<file path="config.mk">
export PLATFORM = sky130hd
export DESIGN_NAME = memory_controller
export DESIGN_NICKNAME = d
export VERILOG_FILES = /design/src/rtl/memory_controller_pkg.sv /design/src/rtl/memory_controller.sv
export SDC_FILE = /design/constraint.sdc
export NUM_CORES = 1
export LEC_CHECK = 0
export ABC_AREA = 1
export CORE_UTILIZATION = 26
export CTS_CLUSTER_SIZE = 20
export DETAILED_ROUTE_END_ITERATION = 10
export GPL_TIMING_DRIVEN = 0
export PLACE_DENSITY = 0.63
export SLEW_MARGIN = 40
export SYNTH_ARGS = -nofsm -noshare
export SYNTH_HDL_FRONTEND = slang
export SYNTH_SLANG_ARGS = --single-unit
</file>
<file path="constraint.sdc">
create_clock -name clk -period 2.33 [get_ports clk]
set_input_delay 0.3495 -clock clk [delete_from_list [all_inputs] [get_ports clk]]
set_output_delay 0.3495 -clock clk [all_outputs]
set_load 0.01 [all_outputs]
</file>
<file path="src/rtl/memory_controller_pkg.sv">
// Shared definitions for the byte-wide RAM port sequencer: FSM states,
// LSU access-size encodings, grantee encoding and the size-to-byte-count helper.
package memory_controller_pkg;

  typedef enum logic [1:0] {
    ST_IDLE  = 2'd0,
    ST_READ  = 2'd1,
    ST_WRITE = 2'd2,
    ST_DONE  = 2'd3
  } state_t;

  localparam logic [1:0] SIZE_BYTE = 2'd0;
  localparam logic [1:0] SIZE_HALF = 2'd1;
  localparam logic [1:0] SIZE_WORD = 2'd2;

  typedef enum logic {
    GNT_ICACHE = 1'b0,
    GNT_LSU    = 1'b1
  } grant_t;

  // Byte counter must reach N (=4) for the extra capture cycle of a read.
  localparam int CNT_W = 3;

  // Number of bus bytes for an LSU access; the illegal encoding 3 is a word.
  function automatic logic [CNT_W-1:0] size_to_bytes(input logic [1:0] size);
    case (size)
      SIZE_BYTE: return 3'd1;
      SIZE_HALF: return 3'd2;
      default:   return 3'd4;
    endcase
  endfunction

endpackage

</file>
<file path="src/rtl/memory_controller.sv">
// Byte-wide RAM port sequencer shared by the instruction cache (word fetches)
// and the load/store unit. Multi-byte accesses are split into one byte per
// cycle, little-endian. Contention is resolved round-robin; a flush aborts
// any instruction-cache transaction.
module memory_controller
  import memory_controller_pkg::*;
#(
  parameter int ADDR_WIDTH = 17,
  parameter int DATA_WIDTH = 32
) (
  input  logic                  clk,
  input  logic                  rst,
  input  logic                  rdy,
  input  logic                  flush,
  input  logic [7:0]            mem_din,
  output logic [7:0]            mem_dout,
  output logic [ADDR_WIDTH-1:0] mem_addr,
  output logic                  mem_wr,
  input  logic                  io_buffer_full,
  input  logic                  icache_read_valid,
  input  logic [ADDR_WIDTH-1:0] icache_read_addr,
  output logic                  icache_read_done,
  output logic [DATA_WIDTH-1:0] icache_read_data,
  input  logic                  lsu_valid,
  input  logic                  lsu_write,
  input  logic [1:0]            lsu_size,
  input  logic [ADDR_WIDTH-1:0] lsu_addr,
  input  logic [DATA_WIDTH-1:0] lsu_wdata,
  output logic                  lsu_done,
  output logic [DATA_WIDTH-1:0] lsu_rdata
);

  state_t                state_q, state_d;
  grant_t                gnt_q, last_gnt_q, gnt_sel;
  logic [CNT_W-1:0]      cnt_q;
  logic [CNT_W-1:0]      nbytes_q;
  logic [ADDR_WIDTH-1:0] base_q;
  logic [DATA_WIDTH-1:0] wdata_q;
  logic [DATA_WIDTH-1:0] asm_q;
  logic                  ic_req, lsu_req, any_req;
  logic                  ic_abort;
  logic [1:0]            wr_idx, cap_idx;

  // A fetch presented during flush is not eligible for a grant.
  assign ic_req   = icache_read_valid && !flush;
  assign lsu_req  = lsu_valid;
  assign any_req  = ic_req || lsu_req;
  assign ic_abort = flush && (state_q != ST_IDLE) && (gnt_q == GNT_ICACHE);
  assign wr_idx   = cnt_q[1:0];
  // Byte arriving now belongs to the address issued one cycle earlier.
  assign cap_idx  = cnt_q[1:0] - 2'd1;

  // Round-robin chooser: on contention, favour the port not granted last.
  always_comb begin
    gnt_sel = GNT_LSU;
    if (ic_req && lsu_req) begin
      gnt_sel = (last_gnt_q == GNT_ICACHE) ? GNT_LSU : GNT_ICACHE;
    end else if (ic_req) begin
      gnt_sel = GNT_ICACHE;
    end
  end

  // State register; rdy low freezes the FSM.
  always_ff @(posedge clk) begin
    if (rst) begin
      state_q <= ST_IDLE;
    end else if (rdy) begin
      state_q <= state_d;
    end
  end

  // Next-state logic; a flush aborts an icache transaction from any busy state.
  always_comb begin
    state_d = state_q;
    case (state_q)
      ST_IDLE: begin
        if (any_req) begin
          state_d = (gnt_sel == GNT_LSU && lsu_write) ? ST_WRITE : ST_READ;
        end
      end
      ST_READ: begin
        if (cnt_q == nbytes_q) state_d = ST_DONE;
      end
      ST_WRITE: begin
        if (!io_buffer_full && (cnt_q == nbytes_q - 3'd1)) state_d = ST_DONE;
      end
      default: state_d = ST_IDLE;
    endcase
    if (ic_abort) state_d = ST_IDLE;
  end

  // Control registers: byte counter, grantee, fairness history, read assembly.
  always_ff @(posedge clk) begin
    if (rst) begin
      cnt_q      <= '0;
      gnt_q      <= GNT_ICACHE;
      last_gnt_q <= GNT_ICACHE;
      asm_q      <= '0;
    end else if (rdy) begin
      case (state_q)
        ST_IDLE: begin
          cnt_q <= '0;
          if (any_req) begin
            gnt_q <= gnt_sel;
            asm_q <= '0;
          end
        end
        ST_READ: begin
          if (cnt_q != '0) asm_q[{cap_idx, 3'b000} +: 8] <= mem_din;
          cnt_q <= ic_abort ? '0 : cnt_q + 3'd1;
        end
        ST_WRITE: begin
          if (!io_buffer_full) cnt_q <= cnt_q + 3'd1;
        end
        default: begin
          cnt_q <= '0;
          if (!ic_abort) last_gnt_q <= gnt_q;
        end
      endcase
    end
  end

  // Request fields latched at grant time; they only matter while busy.
  always_ff @(posedge clk) begin
    if (rdy && state_q == ST_IDLE && any_req) begin
      if (gnt_sel == GNT_ICACHE) begin
        base_q   <= icache_read_addr;
        nbytes_q <= 3'd4;
      end else begin
        base_q   <= lsu_addr;
        nbytes_q <= size_to_bytes(lsu_size);
      end
      wdata_q <= lsu_wdata;
    end
  end

  // Bus outputs and done pulses decoded from the (frozen-when-idle-rdy) state.
  always_comb begin
    mem_addr         = '0;
    mem_dout         = 8'h00;
    mem_wr           = 1'b0;
    icache_read_done = 1'b0;
    lsu_done         = 1'b0;
    case (state_q)
      ST_READ: begin
        mem_addr = base_q + ADDR_WIDTH'(cnt_q);
      end
      ST_WRITE: begin
        mem_addr = base_q + ADDR_WIDTH'(cnt_q);
        mem_dout = wdata_q[{wr_idx, 3'b000} +: 8];
        mem_wr   = rdy && !io_buffer_full;
      end
      ST_DONE: begin
        if (gnt_q == GNT_LSU) lsu_done = 1'b1;
        else                  icache_read_done = !flush;
      end
      default: ;
    endcase
  end

  assign icache_read_data = asm_q;
  assign lsu_rdata        = asm_q;

endmodule

</file>
==> metrics, run 1 <==
first-pass GRT wire length=~22 mm; layout cells sized above 1=20.15%; clock sinks=91; port buffer count=roughly 170; H-tree depth=3; Cells after Synth=578; Worst Path Max Fanout=5; Post-Route WL=13.84 mm; CTS clock-pin slew for the worst setup and hold paths=about 70 ps; reg-to-reg endpoint=icache_read_data[28]; FF+latch area=2354 um^2; mapped cell area=roughly 5000 um^2; synthesized flop and latch total=slightly above 90; placed cells=around 1000; Synth warnings=0; num rows=50; GRT Total Usage=between 10% and 20%; cell with the most instances after synthesis=nand2_1; fill count=~1900; Static Leakage=3.029 nW; predominant post-synthesis flop cell=edfxtp_1; final-stage net count=approximately 870; drt drc=0; Seq/Total Area, Yosys=a little under half; Hold Path Class=input pin to flop; Fin Hold WS=385.7 ps; DRT Pass-1 Iters=4; CTS hold repair buffers=0; maximum clock path buffer count=2; Synth top cells by count=nand2_1 (100), nor2_1 (77), inv_1 (58); Hold Vio Cnt, Final=0; Starting Density=a little over a quarter; crit share post-route=103.7%; TritonCTS clock tree=done; Setup WS pre-CTS=-661.7 ps; Die H=139.8 um; PwrDens=652.9 nW/um^2; unrepaired setup endpoints after global routing=true; post-route setup slack=-85.19 ps; crit path capture=mem_addr[12]; WS Path Type=flop to output pin; Mapped Nets=about 680; max cap viols=0; Post-synth EDFFs=between 50 and 60; initial antenna violation count=0; Async SR Flop Fraction=0%; grt total ovfl=0; placed cell area=approximately 7000 um^2; final RePlAce weighted congestion=0.8918; ranking of synthesized cells by area=edfxtp_1 (32%), dfxtp_1 (16%), nand2_1 (7.6%), nor2_1 (5.9%), a21oi_1 (5.8%); post-synth top area cell=edfxtp_1; max_slew headroom=between 60 and 70%; VDD IR max=approximately 0.46 mV; Detailed Place HPWL=approximately 10 mm; maximum number of pins on one net before global-route repair=38; RR Startpoint=cnt_q[0]; # setup viols final=7; CTS Buf Count=9; Finished Layout Cells=1013; area growth from synthesis to layout=51.05%; Max Clock Freq=414.0 MHz; Crit. Startpoint=cnt_q[1]; Critical Path RT=~2000 ps; CP startpoint kind=flop; vias in the first global route=4149; core area=18640 um^2; post-synth top area share=between 30% and 40%; mean routed wirelength per cell=about 14 um; die footprint=19540 um^2; num ports=around 180; reg2reg path depth=11; Slew @ Worst Pin=about 520 ps; crit path time final=2415 ps; Synth cell types=32; Multi-input gate area=approximately 2100 um^2; Clock Tree Root=clkbuf_16; violated checks=setup timing; WP data arrival=a little over 2000 ps; diode count=0; Final ANT Viol Nets=0; vias per cell=between 4 and 5; Setup Skew=between 5 and 6 ps; fin area=roughly 7500 um^2; Iter 0 DRT Violations=around 170; die width=between 100 and 150 um; Skew-Pair Late Insertion Delay=~350 ps; status=finished, violations left; Slew Limit Fails=0; Worst R2R Setup Slack=about 100 ps; Setup crit end kind=output pin; Post-Route Setup TNS=-361.2 ps; Avg Inst Size Synth=approximately 8.5 um^2; via count=4460
-- final cells by class --
class	instances	share of cell area, %
flip-flops and latches	91	31.57
plain buffers	54	5.555
repair buffers	185	23.53
clock inverters	6	0.5538
clock buffers	10	3.071
well taps	234	3.927
inverters	63	3.289
multi-input cells	370	28.51
-- placed cells by master (no fill, tap or decap), types with 4 or more instances in the layout --
cell type,n
clkdlybuf4s50_1,148
nand2_1,94
nor2_1,74
a21oi_1,55
inv_1,52
edfxtp_1,52
buf_4,45
dfxtp_1,34
nand4_1,29
o21ai_0,23
mux2_2,17
nand3_1,16
buf_2,15
ha_1,11
buf_6,9
clkbuf_16,9
inv_2,8
nor3_1,8
dlygate4sd2_1,7
nand2_2,6
clkbuf_1,6
nor3_2,5
clkbuf_2,5
nor3_4,4
-- per-layer routing --
metal | routed length [um] | vias to the layer above | track usage (%)
met5 | 0 | - | 0
met4 | 336 | 0 | 6.189
met3 | 712 | 19 | 3.166
met2 | 6613 | 142 | 24.29
met1 | 6175 | 2013 | 18.37
li1 | - | 2286 | -
-- worst min path at each step --
stage	from	to	slack [ps]	depth (start not counted)
2_1_floorplan	last_gnt_q	last_gnt_q	430	2
3_3_place_gp	last_gnt_q	last_gnt_q	460	2
3_5_place_dp	last_gnt_q	last_gnt_q	460	2
4_1_cts	rst	icache_read_data[21]	380	2
5_1_grt	rst	icache_read_data[20]	420	2
6_report	rst	icache_read_data[20]	390	2
-- flip-flops by register name, summed over array words and instances, names as in the netlist --
signal,flops
icache_read_data,32
wdata_q,32
base_q,17
cnt_q,3
nbytes_q,3
state_q,2
gnt_q,1
last_gnt_q,1
-- repair_timing --
item                                    CTS  global route
setup buffers                             6             4
pin swaps                                14            12
endpoints found under the setup margin   58            43
gates resized for setup                 106            27
-- where the power goes --
part           switching [W]  total (W)  internal (W)  leakage (nW)
sequential         0.0000899    0.00196       0.00187         0.804
combinational       0.000853    0.00154      0.000688          2.10
clock               0.000644    0.00137      0.000725         0.128
-- per-stage QoR --
step	power [W]	utilization, %
finish	0.004868	39.99
detailed placement	0.003565	37.51
global placement	0.003548	37.39
global route	0.005155	39.99
CTS	0.004910	39.60
floorplan	0.002845	-
-- worst max-delay path, cell delays in order (launching register included) --
cell	delay, ps
dfxtp_4	350
inv_2	40
buf_8	120
fa_2	380
inv_2	80
nand3_2	80
nand2_4	120
nand3_4	100
nor2_4	140
xnor2_1	120
nor2_1	50
buf_2	140
-- kinds of logic (layout without fill, tap and decap cells) --
kind of cell / Yosys count / count (layout) / synth area share (%)
AO/OA/AOI/OAI: 85 / 85 / 8.796
flip-flops: 91 / 91 / 47.45
adder cells (fa/ha/maj): 15 / 15 / 3.954
XOR/XNOR: 4 / 4 / 0.7099
buffers and inverters: 117 / 318 / 12.50
AND/OR/NAND/NOR: 249 / 249 / 22.71
multiplexers: 17 / 17 / 3.878
Power figures use the tool's default switching activity.
==> run 2, diff against run 1 <==
- CTS_CLUSTER_SIZE: 20 -> 10
- PLACE_DENSITY: 0.63 -> not set
==> metrics, run 2 (synthesized netlist as in run 1, its figures left out) <==
TritonCTS clock tree=done (unchanged); Starting Density=26.48% (unchanged); unrepaired setup endpoints after global routing=true (unchanged); CTS Buf Count=9 (unchanged); CTS hold repair buffers=0 (unchanged); reg2reg path depth=11 (unchanged); WS Path Type=flop to output pin (unchanged); GRT Total Usage=14.27% (was 14.66%); # setup viols final=6 (was 7); maximum number of pins on one net before global-route repair=42 (was 38); most common cell after layout, fill and taps aside=clkdlybuf4s50_1 (unchanged); Critical Path RT=1980 ps (about the same); RR Startpoint=cnt_q[0] (unchanged); Clock Tree Root=clkbuf_16 (unchanged); Skew-Pair Late Insertion Delay=350 ps (about the same); crit share post-route=104.7% (was 103.7%); VDD IR max=0.3406 mV (was 0.4557 mV); status=finished, violations left (unchanged); reg-to-reg endpoint=icache_read_data[26] (was icache_read_data[28]); Slew Limit Fails=0 (unchanged); Hold Vio Cnt, Final=0 (unchanged); Slew @ Worst Pin=512.5 ps (was 516.0 ps); PwrDens=662.0 nW/um^2 (was 652.9 nW/um^2); maximum clock path buffer count=2 (unchanged); mean routed wirelength per cell=13.58 um (was 13.66 um); Detailed Place HPWL=10.29 mm (was 10.23 mm); Post-Route WL=13.80 mm (was 13.84 mm); crit path time final=2439 ps (was 2415 ps); diode count=0 (unchanged); Setup WS pre-CTS=-650.9 ps (was -661.7 ps); DRT Pass-1 Iters=5 (was 4); Max Clock Freq=410.0 MHz (was 414.0 MHz); final RePlAce weighted congestion=0.8840 (was 0.8918); Setup Skew=4.592 ps (was 5.068 ps); Final ANT Viol Nets=0 (unchanged); Worst R2R Setup Slack=90 ps (was 100 ps); CP startpoint kind=flop (unchanged); num ports=176 (unchanged); die footprint=19540 um^2 (unchanged); Iter 0 DRT Violations=179 (was 168); Setup crit end kind=output pin (unchanged); Worst Path Max Fanout=3 (was 5); layer with the highest usage=met2 (unchanged); final-stage net count=876 (was 873); commonest non-fill, non-tap cells in the layout=clkdlybuf4s50_1 (149), nand2_1 (95), nor2_1 (74), a21oi_1 (55) (was clkdlybuf4s50_1 (148), nand2_1 (94), nor2_1 (74), a21oi_1 (55)); fill count=1920 (was 1915); die width=139.8 um (unchanged); max cap viols=0 (unchanged); Die H=139.8 um (unchanged); grt total ovfl=0 (unchanged); max_slew headroom=65.83% (was 65.60%); area growth from synthesis to layout=51.48% (was 51.05%); vias in the first global route=4251 (was 4149); clock sinks=91 (unchanged); WP data arrival=2090 ps (was 2070 ps); drt drc=0 (unchanged); via count=4523 (was 4460); Crit. Startpoint=cnt_q[1] (unchanged); met2 Track Usage GR=23.37% (was 24.29%); core area=18640 um^2 (unchanged); CTS clock-pin slew for the worst setup and hold paths=70 ps (about the same); M3 GR Usage=4.061% (was 3.166%); met1 Use GR=17.96% (was 18.37%); Static Leakage=3.027 nW (was 3.029 nW); Hold Path Class=input pin to flop (unchanged); num rows=50 (unchanged); Post-Route Setup TNS=-335.9 ps (was -361.2 ps); post-route setup slack=-109.1 ps (was -85.19 ps); vias per cell=4.452 (was 4.403); H-tree depth=3 (unchanged); port buffer count=174 (unchanged); initial antenna violation count=0 (unchanged); violated checks=setup timing (unchanged); layout cells sized above 1=19.69% (was 20.15%); crit path capture=mem_addr[6] (was mem_addr[12]); first-pass GRT wire length=21.92 mm (was 22.18 mm)
==> run 2: cell type report <==
class | count | area (um^2) | share of cell area [%]
flip-flops and latches | 91 | 2354 | 31.48
inverters | 63 | 245.2 | 3.280
plain buffers | 54 | 419.2 | 5.606
clock inverters | 7 | 67.56 | 0.9036
repair buffers | 188 | 1784 | 23.86
multi-input cells | 370 | 2090 | 27.95
clock buffers | 9 | 225.2 | 3.012
well taps | 234 | 292.8 | 3.916
==> run 2: timing repair <==
item,in CTS,in global routing
pin swaps,14,8
buffers inserted,9,4
gates resized for setup,100,18
setup endpoints to repair,58,32
==> run 2: worst max-delay path, stage by stage, from the launching register on <==
cell and delay, ps:
dfxtp_4 350, inv_2 40, buf_12 120, fa_2 370, inv_2 80, nand3_2 80
nand2_4 100, buf_4 130, nand2_2 60, inv_2 60, a21oi_1 50, nor3_1 150
buf_2 170
==> run 2: worst min-delay path by stage <==
stage | start | to | slack [ps] | depth (start not counted)
2_1_floorplan | last_gnt_q | last_gnt_q | 430 | 2
3_3_place_gp | last_gnt_q | last_gnt_q | 450 | 2
3_5_place_dp | last_gnt_q | last_gnt_q | 460 | 2
4_1_cts | rst | icache_read_data[21] | 390 | 2
5_1_grt | rst | icache_read_data[21] | 420 | 2
6_report | rst | icache_read_data[21] | 410 | 2
==> run 2: per-layer routing <==
metal	vias to the layer above	wire length [um]	part of all wire, %
li1	2289	-	-
met1	2057	6297	46
met2	156	6339	46
met3	21	938	6.8
met4	0	223	1.6
met5	-	0	0
==> run 2: report_power, final <==
part / leakage [nW] / internal, W / switching (W)
Combinational: 2.09 / 0.000687 / 0.000843
Clock: 0.132 / 0.000826 / 0.000633
Sequential: 0.804 / 0.00187 / 0.0000924
Total: 3.03 / 0.00338 / 0.00157
==> run 2: per-stage QoR <==
step                hold slack [ps]  util (%)  total power, W  area [um^2]  instances
finish                        413.4     40.11        0.004950         7477       1016
global route                  423.4     40.11        0.005229         7477       1016
detailed placement            456.5     37.51        0.003571         6993        987
global placement              454.5     37.39        0.003547         6970        986
CTS                           394.6     39.81        0.005007         7422       1012
floorplan                     429.0         -        0.002845         4936        578
==> run 3, diff against run 2 <==
- ABC_CLOCK_PERIOD_IN_PS: not set -> 2330
- CTS_CLUSTER_DIAMETER: not set -> 150
==> results of run 3 <==
No change in the layout: final DEF, timing and power equal those of run 2.
